## src/rtl/pipeline_ctrl_pkg.sv

```systemverilog
// rtl/pipeline_ctrl_pkg.sv - shared types and constants for the pipeline stall/flush controller
package pipeline_ctrl_pkg;

    typedef enum logic {
        RUN      = 1'b0,
        MEM_WAIT = 1'b1
    } ctrl_state_e;

    localparam int REG_ZERO = 0;

    // Width of a down-counter that must hold values 0..cycles; never narrower than one bit.
    function automatic int wait_cnt_width(input int cycles);
        int w;
        w = 1;
        while ((1 << w) < (cycles + 1)) begin
            w = w + 1;
        end
        return w;
    endfunction

endpackage

```

## src/rtl/pipeline_stall_flush_ctrl_hazard.sv

```systemverilog
// rtl/pipeline_stall_flush_ctrl_hazard.sv - load-use hazard compare between ID/EX load and IF/ID sources
module hazard_detect_unit
    import pipeline_ctrl_pkg::*;
#(
    parameter int REG_ADDR_WIDTH = 5
) (
    input  logic                      idex_mem_read,
    input  logic [REG_ADDR_WIDTH-1:0] idex_rt,
    input  logic [REG_ADDR_WIDTH-1:0] ifid_rs,
    input  logic [REG_ADDR_WIDTH-1:0] ifid_rt,
    output logic                      load_use
);

    logic dest_valid;
    logic src_match;

    // Register zero is hardwired, so a load targeting it can never feed a consumer.
    assign dest_valid = (idex_rt != REG_ADDR_WIDTH'(REG_ZERO));
    assign src_match  = (idex_rt == ifid_rs) || (idex_rt == ifid_rt);
    assign load_use   = idex_mem_read && dest_valid && src_match;

endmodule

```

## src/rtl/pipeline_stall_flush_ctrl.sv

```systemverilog
// rtl/pipeline_stall_flush_ctrl.sv - per-stage enable/clear driver for MIPS pipeline registers
module pipeline_stall_flush_ctrl
    import pipeline_ctrl_pkg::*;
#(
    parameter int REG_ADDR_WIDTH  = 5,
    parameter int MEM_WAIT_CYCLES = 2,
    parameter int CNT_WIDTH       = 16
) (
    input  logic                      clk,
    input  logic                      reset,
    input  logic                      idex_mem_read,
    input  logic [REG_ADDR_WIDTH-1:0] idex_rt,
    input  logic [REG_ADDR_WIDTH-1:0] ifid_rs,
    input  logic [REG_ADDR_WIDTH-1:0] ifid_rt,
    input  logic                      branch_taken,
    input  logic                      exmem_mem_access,
    output logic                      pc_enable,
    output logic                      ifid_enable,
    output logic                      idex_enable,
    output logic                      exmem_enable,
    output logic                      memwb_enable,
    output logic                      ifid_sync_reset,
    output logic                      idex_sync_reset,
    output logic                      exmem_sync_reset,
    output logic                      memwb_sync_reset,
    output logic                      mem_wait_busy,
    output logic [CNT_WIDTH-1:0]      stall_count
);

    localparam int WAIT_W = wait_cnt_width(MEM_WAIT_CYCLES);
    localparam bit WAIT_EN = (MEM_WAIT_CYCLES > 0);
    localparam logic [WAIT_W-1:0] WAIT_LOAD =
        WAIT_EN ? WAIT_W'(MEM_WAIT_CYCLES - 1) : '0;
    localparam logic [CNT_WIDTH-1:0] CNT_MAX = {CNT_WIDTH{1'b1}};

    ctrl_state_e       state;
    logic [WAIT_W-1:0] wait_cnt;
    logic              load_use;
    logic              start_wait;
    logic              hold_wait;
    logic              in_run;

    hazard_detect_unit #(
        .REG_ADDR_WIDTH(REG_ADDR_WIDTH)
    ) u_hazard (
        .idex_mem_read(idex_mem_read),
        .idex_rt      (idex_rt),
        .ifid_rs      (ifid_rs),
        .ifid_rt      (ifid_rt),
        .load_use     (load_use)
    );

    assign in_run     = (state == RUN);
    assign start_wait = WAIT_EN && in_run && exmem_mem_access;
    assign hold_wait  = (state == MEM_WAIT) && (wait_cnt != '0);

    // Zero-latency output mux: commands act on the same edge that sees the inputs.
    always_comb begin
        pc_enable        = 1'b1;
        ifid_enable      = 1'b1;
        idex_enable      = 1'b1;
        exmem_enable     = 1'b1;
        memwb_enable     = 1'b1;
        ifid_sync_reset  = 1'b1;
        idex_sync_reset  = 1'b1;
        exmem_sync_reset = 1'b1;
        memwb_sync_reset = 1'b1;
        mem_wait_busy    = 1'b0;

        if (reset) begin
            pc_enable        = 1'b0;
            ifid_sync_reset  = 1'b0;
            idex_sync_reset  = 1'b0;
            exmem_sync_reset = 1'b0;
            memwb_sync_reset = 1'b0;
        end else begin
            mem_wait_busy = (state == MEM_WAIT);
            if (start_wait || hold_wait) begin
                // Freeze front of pipe; WB gets a bubble so the stalled access is not retired twice.
                pc_enable        = 1'b0;
                ifid_enable      = 1'b0;
                idex_enable      = 1'b0;
                exmem_enable     = 1'b0;
                memwb_sync_reset = 1'b0;
            end else if (in_run && branch_taken) begin
                ifid_sync_reset = 1'b0;
                idex_sync_reset = 1'b0;
            end else if (in_run && load_use) begin
                pc_enable       = 1'b0;
                ifid_enable     = 1'b0;
                idex_sync_reset = 1'b0;
            end
        end
    end

    always_ff @(posedge clk) begin
        if (reset) begin
            state       <= RUN;
            wait_cnt    <= '0;
            stall_count <= '0;
        end else begin
            case (state)
                RUN: begin
                    if (start_wait) begin
                        state    <= MEM_WAIT;
                        wait_cnt <= WAIT_LOAD;
                    end
                end
                MEM_WAIT: begin
                    if (wait_cnt != '0) begin
                        wait_cnt <= wait_cnt - 1'b1;
                    end else begin
                        state <= RUN;
                    end
                end
                default: begin
                    state    <= RUN;
                    wait_cnt <= '0;
                end
            endcase

            if (!pc_enable && (stall_count != CNT_MAX)) begin
                stall_count <= stall_count + 1'b1;
            end
        end
    end

endmodule

```

## config.mk

```make
export PLATFORM = sky130hd
export DESIGN_NAME = pipeline_stall_flush_ctrl
export DESIGN_NICKNAME = d
export VERILOG_FILES = /design/src/rtl/pipeline_ctrl_pkg.sv /design/src/rtl/pipeline_stall_flush_ctrl_hazard.sv /design/src/rtl/pipeline_stall_flush_ctrl.sv
export SDC_FILE = /design/constraint.sdc
export NUM_CORES = 1
export LEC_CHECK = 0
export CORE_MARGIN = 5
export CORE_UTILIZATION = 48
export CTS_BUF_LIST = sky130_fd_sc_hd__clkbuf_8
export DETAILED_ROUTE_END_ITERATION = 12
export PLACE_DENSITY = 0.87
export SYNTH_ARGS = -nofsm -noshare
export SYNTH_HDL_FRONTEND = slang
export SYNTH_SLANG_ARGS = --single-unit
```

## constraint.sdc

```tcl
create_clock -name clk -period 5.1 [get_ports clk]
set_input_delay 1.02 -clock clk [delete_from_list [all_inputs] [get_ports clk]]
set_output_delay 1.02 -clock clk [all_outputs]
set_load 0.02 [all_outputs]
```

* Yosys cells after proc, flatten, opt, wreduce, memory -nomap -nowiden
Index checks and enable logic that the tools add are counted.
** Cells by class
- Mux-type cells :: 22
- Eq/ne operators :: 5
- Reductions and logical operators :: 13
- Add/subtract/negate cells :: 2
- Bitwise operators :: 1
** Operator list (count)
- two-way mux 1 bit :: 18
- adder 16 x 1 -> 16 bit, second input constant :: 1
- inequality test 16 bit, second input constant :: 1
- equality test 5 bit :: 2
- logical AND 1 bit :: 7
- nonzero test 5 bit :: 1
- two-way mux 2 bit :: 2
- case mux 2 bit (2 select lines) :: 1
- logical OR 1 bit :: 2
- inequality test 2 x 1 -> 1 bit, second input constant :: 1
- inequality test 2 bit, second input constant :: 1
- case mux 1 bit (2 select lines) :: 1
- AND reduction 2 bit :: 1
- nonzero test 2 bit :: 1
- subtractor 2 x 1 -> 2 bit, second input constant :: 1
- zero test 1 bit :: 1
- NOT 1 bit :: 1
** Word-level totals
- Output and inout port bits :: 26
- Register bits after elaboration :: 19
- Input bits :: 20
- Word-level logic and storage cells :: 46

* Longest topological paths before layout
- Depth after elaboration :: 10
- Gate-level depth with buffers :: 10
- Depth with buffers taken out :: 8

* Hierarchy
Synthesis repeated with hierarchy kept, for this count alone.
** Unflattened totals
- Cells, all modules :: 137
- Area total of the unflattened synthesis :: 1176.1 sq um
** By module, submodules not included
- pipeline_stall_flush_ctrl :: cells each 120, sequential area each 380.4 sq um, area each 1051.0 sq um, times used 1
- hazard_detect_unit :: cells each 17, sequential area each 0.0 sq um, area each 125.1 sq um, times used 1

* Least setup slack after synthesis
Ideal clock, no wire load.
- Kind :: input to output
- From :: input idex_rt[0]
- To :: output pc_enable
- Buffers on the path :: 2
- Stages on the path :: 6
- Data required time :: 4080 ps
- Arrival :: 2557 ps
- Slack :: 1523 ps
- Path through :: or4_1 o21ai_1 o41ai_4 inv_2 buf_6 clkbuf_1
** On the way
- Word-level cells in the longest chain between the ends :: 8
- Elaborated cells between the ends (all ways) :: 11
- Classes of those cells :: eq/ne: 2; mux: 4; reduce/logical: 5
** Ends and longest elaborated chain
- start, declared :: line pipeline_stall_flush_ctrl.sv:12 : input logic [REG_ADDR_WIDTH-1:0] idex_rt,
- equality test 5 bit / nonzero test 5 bit (equally long branches) :: line pipeline_stall_flush_ctrl_hazard.sv:19, pipeline_stall_flush_ctrl_hazard.sv:18
- logical OR 1 bit / logical AND 1 bit (equally long branches) :: line pipeline_stall_flush_ctrl_hazard.sv:19, pipeline_stall_flush_ctrl_hazard.sv:20
- logical AND 1 bit (*) :: line pipeline_stall_flush_ctrl_hazard.sv:20 : assign load_use = idex_mem_read && dest_valid && src_match;
- logical AND 1 bit (*) :: line pipeline_stall_flush_ctrl.sv:88 : end else if (in_run && load_use) begin
- two-way mux 1 bit (*) :: line pipeline_stall_flush_ctrl.sv:88
- two-way mux 1 bit (*) :: line pipeline_stall_flush_ctrl.sv:85 : end else if (in_run && branch_taken) begin
- two-way mux 1 bit (*) :: line pipeline_stall_flush_ctrl.sv:78 : if (start_wait || hold_wait) begin
- two-way mux 1 bit (*) :: line pipeline_stall_flush_ctrl.sv:70 : if (reset) begin
- end, declared :: line pipeline_stall_flush_ctrl.sv:17 : output logic pc_enable,
Mark *: on every way between the ends. The rest lies on a longest branch, timed or not.

* Final worst setup path
- From :: input idex_rt[3]
- To :: output idex_sync_reset
** On the way
- Word-level cells in the longest chain between the ends :: 8
- Elaborated cells between the ends (all ways) :: 11
- Classes of those cells :: eq/ne: 2; mux: 4; reduce/logical: 5
** Ends and longest elaborated chain
- equality test 5 bit / nonzero test 5 bit (equally long branches) :: line pipeline_stall_flush_ctrl_hazard.sv:19, pipeline_stall_flush_ctrl_hazard.sv:18
- logical OR 1 bit / logical AND 1 bit (equally long branches) :: line pipeline_stall_flush_ctrl_hazard.sv:19, pipeline_stall_flush_ctrl_hazard.sv:20
- logical AND 1 bit (*) :: line pipeline_stall_flush_ctrl_hazard.sv:20
- logical AND 1 bit (*) :: line pipeline_stall_flush_ctrl.sv:88
- two-way mux 1 bit (*) :: line pipeline_stall_flush_ctrl.sv:88
- two-way mux 1 bit (*) :: line pipeline_stall_flush_ctrl.sv:85
- two-way mux 1 bit (*) :: line pipeline_stall_flush_ctrl.sv:78
- two-way mux 1 bit (*) :: line pipeline_stall_flush_ctrl.sv:70
- end, declared :: line pipeline_stall_flush_ctrl.sv:23 : output logic idex_sync_reset,
Marks and branches as above.

==> results <==
- The tree is rooted in a sky130_fd_sc_hd__clkbuf_8.
- For this run, design rule violations remaining after detail routing come to 0.
- The total via count in the routed design is about 1300.
- The path type of the worst setup path is primary input to primary output.
- The count of warnings emitted by yosys is 0.
- From bottom edge to top edge, the die measures 59.84 um.
- The tightest min-delay check is of the flop to flop type.
- The clock transition time at the flip-flop clock pins of the worst setup and hold paths is 0.06 ns.
- After clock tree synthesis, the flow added hold-fix buffers numbering 0.
- The run finished with clean final reports.
- The routed wire length is ~3400 um.
- The power density of the placed cells is roughly 210 mW/mm2.
- VDD sags by at most around 0.20 mV.
- The sequential cell area fraction in the yosys report is approximately a third.
- In this run, synthesis inferred 0 flip-flops with an integrated enable.
- Excluding fillers, the count of instances in the completed layout stands at 218.
- The overall routing resource usage is 20.05%.
- The number of failing hold endpoints at the final stage was 0.
- The detailed router finished its first iteration with 59 violations.
- The worst reg-to-reg path cell count is 6.
- The number of setup buffers added after CTS is 0.
- The endpoint kind of the worst setup timing path is a primary output.
- The flop-to-flop setup slack is 2.69 ns.
- Setup violations remaining at the end of the flow were counted as 0.
- The required time at the endpoint of the critical path is 4.08 ns.
- Derived from the worst setup path, the maximum achievable clock frequency is 234.4 MHz.
- CTS built an H-tree with a depth of 1.
- The final weighted congestion in routability-driven placement is 0.8147.
- The accumulated negative setup slack is 0 ns.
- Summing every instance area after synthesis gives 0.001192 mm2.
- The critical path startpoint category is a primary input.
- The number of buffers added on ports is 44.
- The worst hold path endpoint is wait_cnt[1]$_SDFFE_PP0P_.
- Counting instances, the worst hold path has a depth of 1.
- The floorplan step set the die width to 59.84 um.
- Counting every net in the synthesized netlist gives 169.
- The beginning of the worst register-to-register path is stall_count[3]$_SDFFE_PP0P_.
- The largest net degree at the start of global routing is 26.
- The number of buffers inserted during clock tree synthesis is 3.
- The average routed wire per standard cell is 15.63 um.
- The net count of the finished layout is approximately 210.
- The number of nets with antenna violations after detailed routing is 0.
- The share of the synthesized area in the top cell type is 31.90%.
- The headroom to the max-slew limit is 54.62%.
- After clock tree synthesis, the repair step resized 0 gates.
- In the final layout, the share of cells above drive strength 1 is 5.851%.
- The clock period could shrink to 4.267 ns.
- In this run the static leakage power is 0.5770 nW.
- The global-route wire length before repair is between 5000 and 6000 um.
- The clock passes through at most 2 buffers.
- The floorplan die area is 0.003581 mm2.
- The total clock sinks is 19.
- The number of antenna repair diodes is 0.
- The routed via count divided by cell count is 5.894.
- 46 I/O pins were placed.
- TritonCTS built the clock tree.
- The standard cell core area is 0.002432 mm2.
- The initial utilization of the core area, before any placement, comes to a little under 50%.
- After synthesis, the cell types taking the most area are sky130_fd_sc_hd__dfxtp_1 32%, sky130_fd_sc_hd__xnor2_1 7.3%, sky130_fd_sc_hd__nand3_1 6.3%.
- The number of global-route vias before repair is 1218.
- The first detailed-routing pass ran for 4 iterations.
- The endpoint identified for the worst register-to-register timing path is stall_count[10]$_SDFFE_PP0P_.
- After synthesis, the mean cell area works out to approximately 8 um2.
- The tool flagged a number of max-cap violations equal to 0.
- Setup repair after global routing left no endpoint under its margin.
- The overall overflow remaining after global route is 0.
- The critical path arrival is ~3.3 ns.
- In this run, placement finished with an instance count of about 210.
- The most instantiated flip-flop cell in the synthesis netlist is sky130_fd_sc_hd__dfxtp_1.
- In this run the worst path has a maximum fanout of 3.
- The number of antenna violations at the first check in global routing is 0.
- For the pin with the worst max-slew slack, the measured transition is just under 0.7 ns.
- From synthesis to final layout, the design area changed by 41.03%.
- The post-route fraction of the period consumed by the critical path is 83.67%.
- The floorplan has 18 rows.
- On the final layout, the worst clock skew is about 0.0059 ns.
- The netlist uses 38 different library cells.
- Counting flops with an async set or reset pin after synthesis yields a share of 0%.
- The synthesis-stage register bit count is 19.
- After technology mapping, the gate count stands at between 100 and 150.
- The worst hold path begins at wait_cnt[1]$_SDFFE_PP0P_.
- The later pin in the worst-skew pair is clocked with a latency of 0.26 ns.
- Once detailed placement completed, the half-perimeter wirelength came to 2709 um.
- The final count of pins violating max slew is 0.
- The synthesized design spends more area on one cell type than any other, namely sky130_fd_sc_hd__dfxtp_1.
[sequential cells by signal, summed over array words and instances, names as in the netlist]
name / count
stall_count: 16
wait_cnt: 2
state: 1
[area by class of cell]
cell class | instances | area, um2
fill | 214 | 750.7
multi-input combinational | 112 | 737.0
timing repair buffer | 46 | 455.4
sequential | 19 | 380.4
clock buffer | 3 | 41.29
tap | 30 | 37.54
inverter | 7 | 26.28
clock inverter | 1 | 3.754
[worst max-delay path by stage]
| stage | start | end | slack, ns |
|---|---|---|---|
| floorplan | idex_rt[0] | pc_enable | 1.52 |
| global placement | idex_rt[0] | idex_sync_reset | 0.92 |
| detailed placement | idex_rt[3] | idex_sync_reset | 0.87 |
| CTS | idex_rt[3] | idex_sync_reset | 0.86 |
| global route | idex_rt[3] | idex_sync_reset | 0.72 |
| finish | idex_rt[3] | idex_sync_reset | 0.83 |
[cells by family (layout without fill, tap and decap cells)]
family,count (synthesis),count (layout),share of synthesized area [%]
buffers and inverters,16,57,6.295
adders and majority gates,2,2,2.098
muxes,4,4,3.672
DFF,19,19,31.90
AOI/OAI and AO/OA,35,35,20.46
and+or+nand+nor,60,60,27.91
other,1,1,0.3145
xor gates and xnor gates,10,10,7.345
[critical path, cell delays in order]
cell and delay, ns:
sky130_fd_sc_hd__clkdlybuf4s50_1 0.49, sky130_fd_sc_hd__or4_1 0.56, sky130_fd_sc_hd__o21ai_1 0.28, sky130_fd_sc_hd__nor2_1 0.07, sky130_fd_sc_hd__a21boi_0 0.19, sky130_fd_sc_hd__clkdlybuf4s50_1 0.64
[through the flow]
| step | hold WS [ns] | power, W | setup WS (ns) | instance area [um2] | util (%) |
|---|---|---|---|---|---|
| floorplan | 0.4494 | 0.0002067 | 1.523 | 1192 | - |
| global route | 0.5236 | 0.0003611 | 0.7236 | 1682 | 69.14 |
| finish | 0.4973 | 0.0003458 | 0.8329 | 1682 | 69.14 |
| global placement | 0.4694 | 0.0002424 | 0.9230 | 1637 | 67.28 |
| detailed placement | 0.4888 | 0.0002470 | 0.8684 | 1637 | 67.28 |
| CTS | 0.5004 | 0.0003496 | 0.8639 | 1682 | 69.14 |
[placed cells by master, fill, tap and decap left out, types with 2 or more instances in the layout]
| master | n |
|---|---|
| sky130_fd_sc_hd__clkdlybuf4s50_1 | 44 |
| sky130_fd_sc_hd__dfxtp_1 | 19 |
| sky130_fd_sc_hd__nand3_1 | 15 |
| sky130_fd_sc_hd__a21oi_1 | 14 |
| sky130_fd_sc_hd__xnor2_1 | 10 |
| sky130_fd_sc_hd__or4_1 | 10 |
| sky130_fd_sc_hd__nor2_1 | 10 |
| sky130_fd_sc_hd__o31ai_1 | 9 |
| sky130_fd_sc_hd__inv_1 | 7 |
| sky130_fd_sc_hd__nand2_1 | 6 |
| sky130_fd_sc_hd__and3_1 | 5 |
| sky130_fd_sc_hd__nor2b_1 | 4 |
| sky130_fd_sc_hd__mux2_2 | 3 |
| sky130_fd_sc_hd__clkbuf_8 | 3 |
| sky130_fd_sc_hd__o21ai_1 | 2 |
| sky130_fd_sc_hd__nand4_1 | 2 |
| sky130_fd_sc_hd__or3_1 | 2 |
| sky130_fd_sc_hd__a22o_1 | 2 |
| sky130_fd_sc_hd__ha_1 | 2 |
| sky130_fd_sc_hd__buf_4 | 2 |
[per-layer routing]
metal  share of wire [%]  GRT usage [%]  wire, um  up-vias
li1                    -              -         -      624
met1                  37          20.55      1270      602
met2                  54          37.50      1827       49
met3                 6.5          5.616       221       10
met4                 2.6          8.228        87        0
met5                   0              0         0        -
[power breakdown]
part	switching [W]	total [W]	internal (W)
logic	0.0000425	0.0000853	0.0000427
clock network	0.0000487	0.000102	0.0000536
registers	0.00000562	0.000158	0.000153
[cells in the mapped netlist (2+ instances only)]
cell and number:
sky130_fd_sc_hd__or4_1 10, sky130_fd_sc_hd__o21ai_1 2, sky130_fd_sc_hd__or3_1 2, sky130_fd_sc_hd__nor2_1 10, sky130_fd_sc_hd__dfxtp_1 19, sky130_fd_sc_hd__o31ai_1 9, sky130_fd_sc_hd__xnor2_1 10, sky130_fd_sc_hd__mux2_2 3
sky130_fd_sc_hd__nand3_1 15, sky130_fd_sc_hd__a22o_1 2, sky130_fd_sc_hd__nand2_1 6, sky130_fd_sc_hd__and3_1 5, sky130_fd_sc_hd__a21oi_1 14, sky130_fd_sc_hd__nor2b_1 4, sky130_fd_sc_hd__nand4_1 2, sky130_fd_sc_hd__clkbuf_1 5
sky130_fd_sc_hd__inv_1 6, sky130_fd_sc_hd__ha_1 2, sky130_fd_sc_hd__buf_4 2
Power figures use the tool's default switching activity.
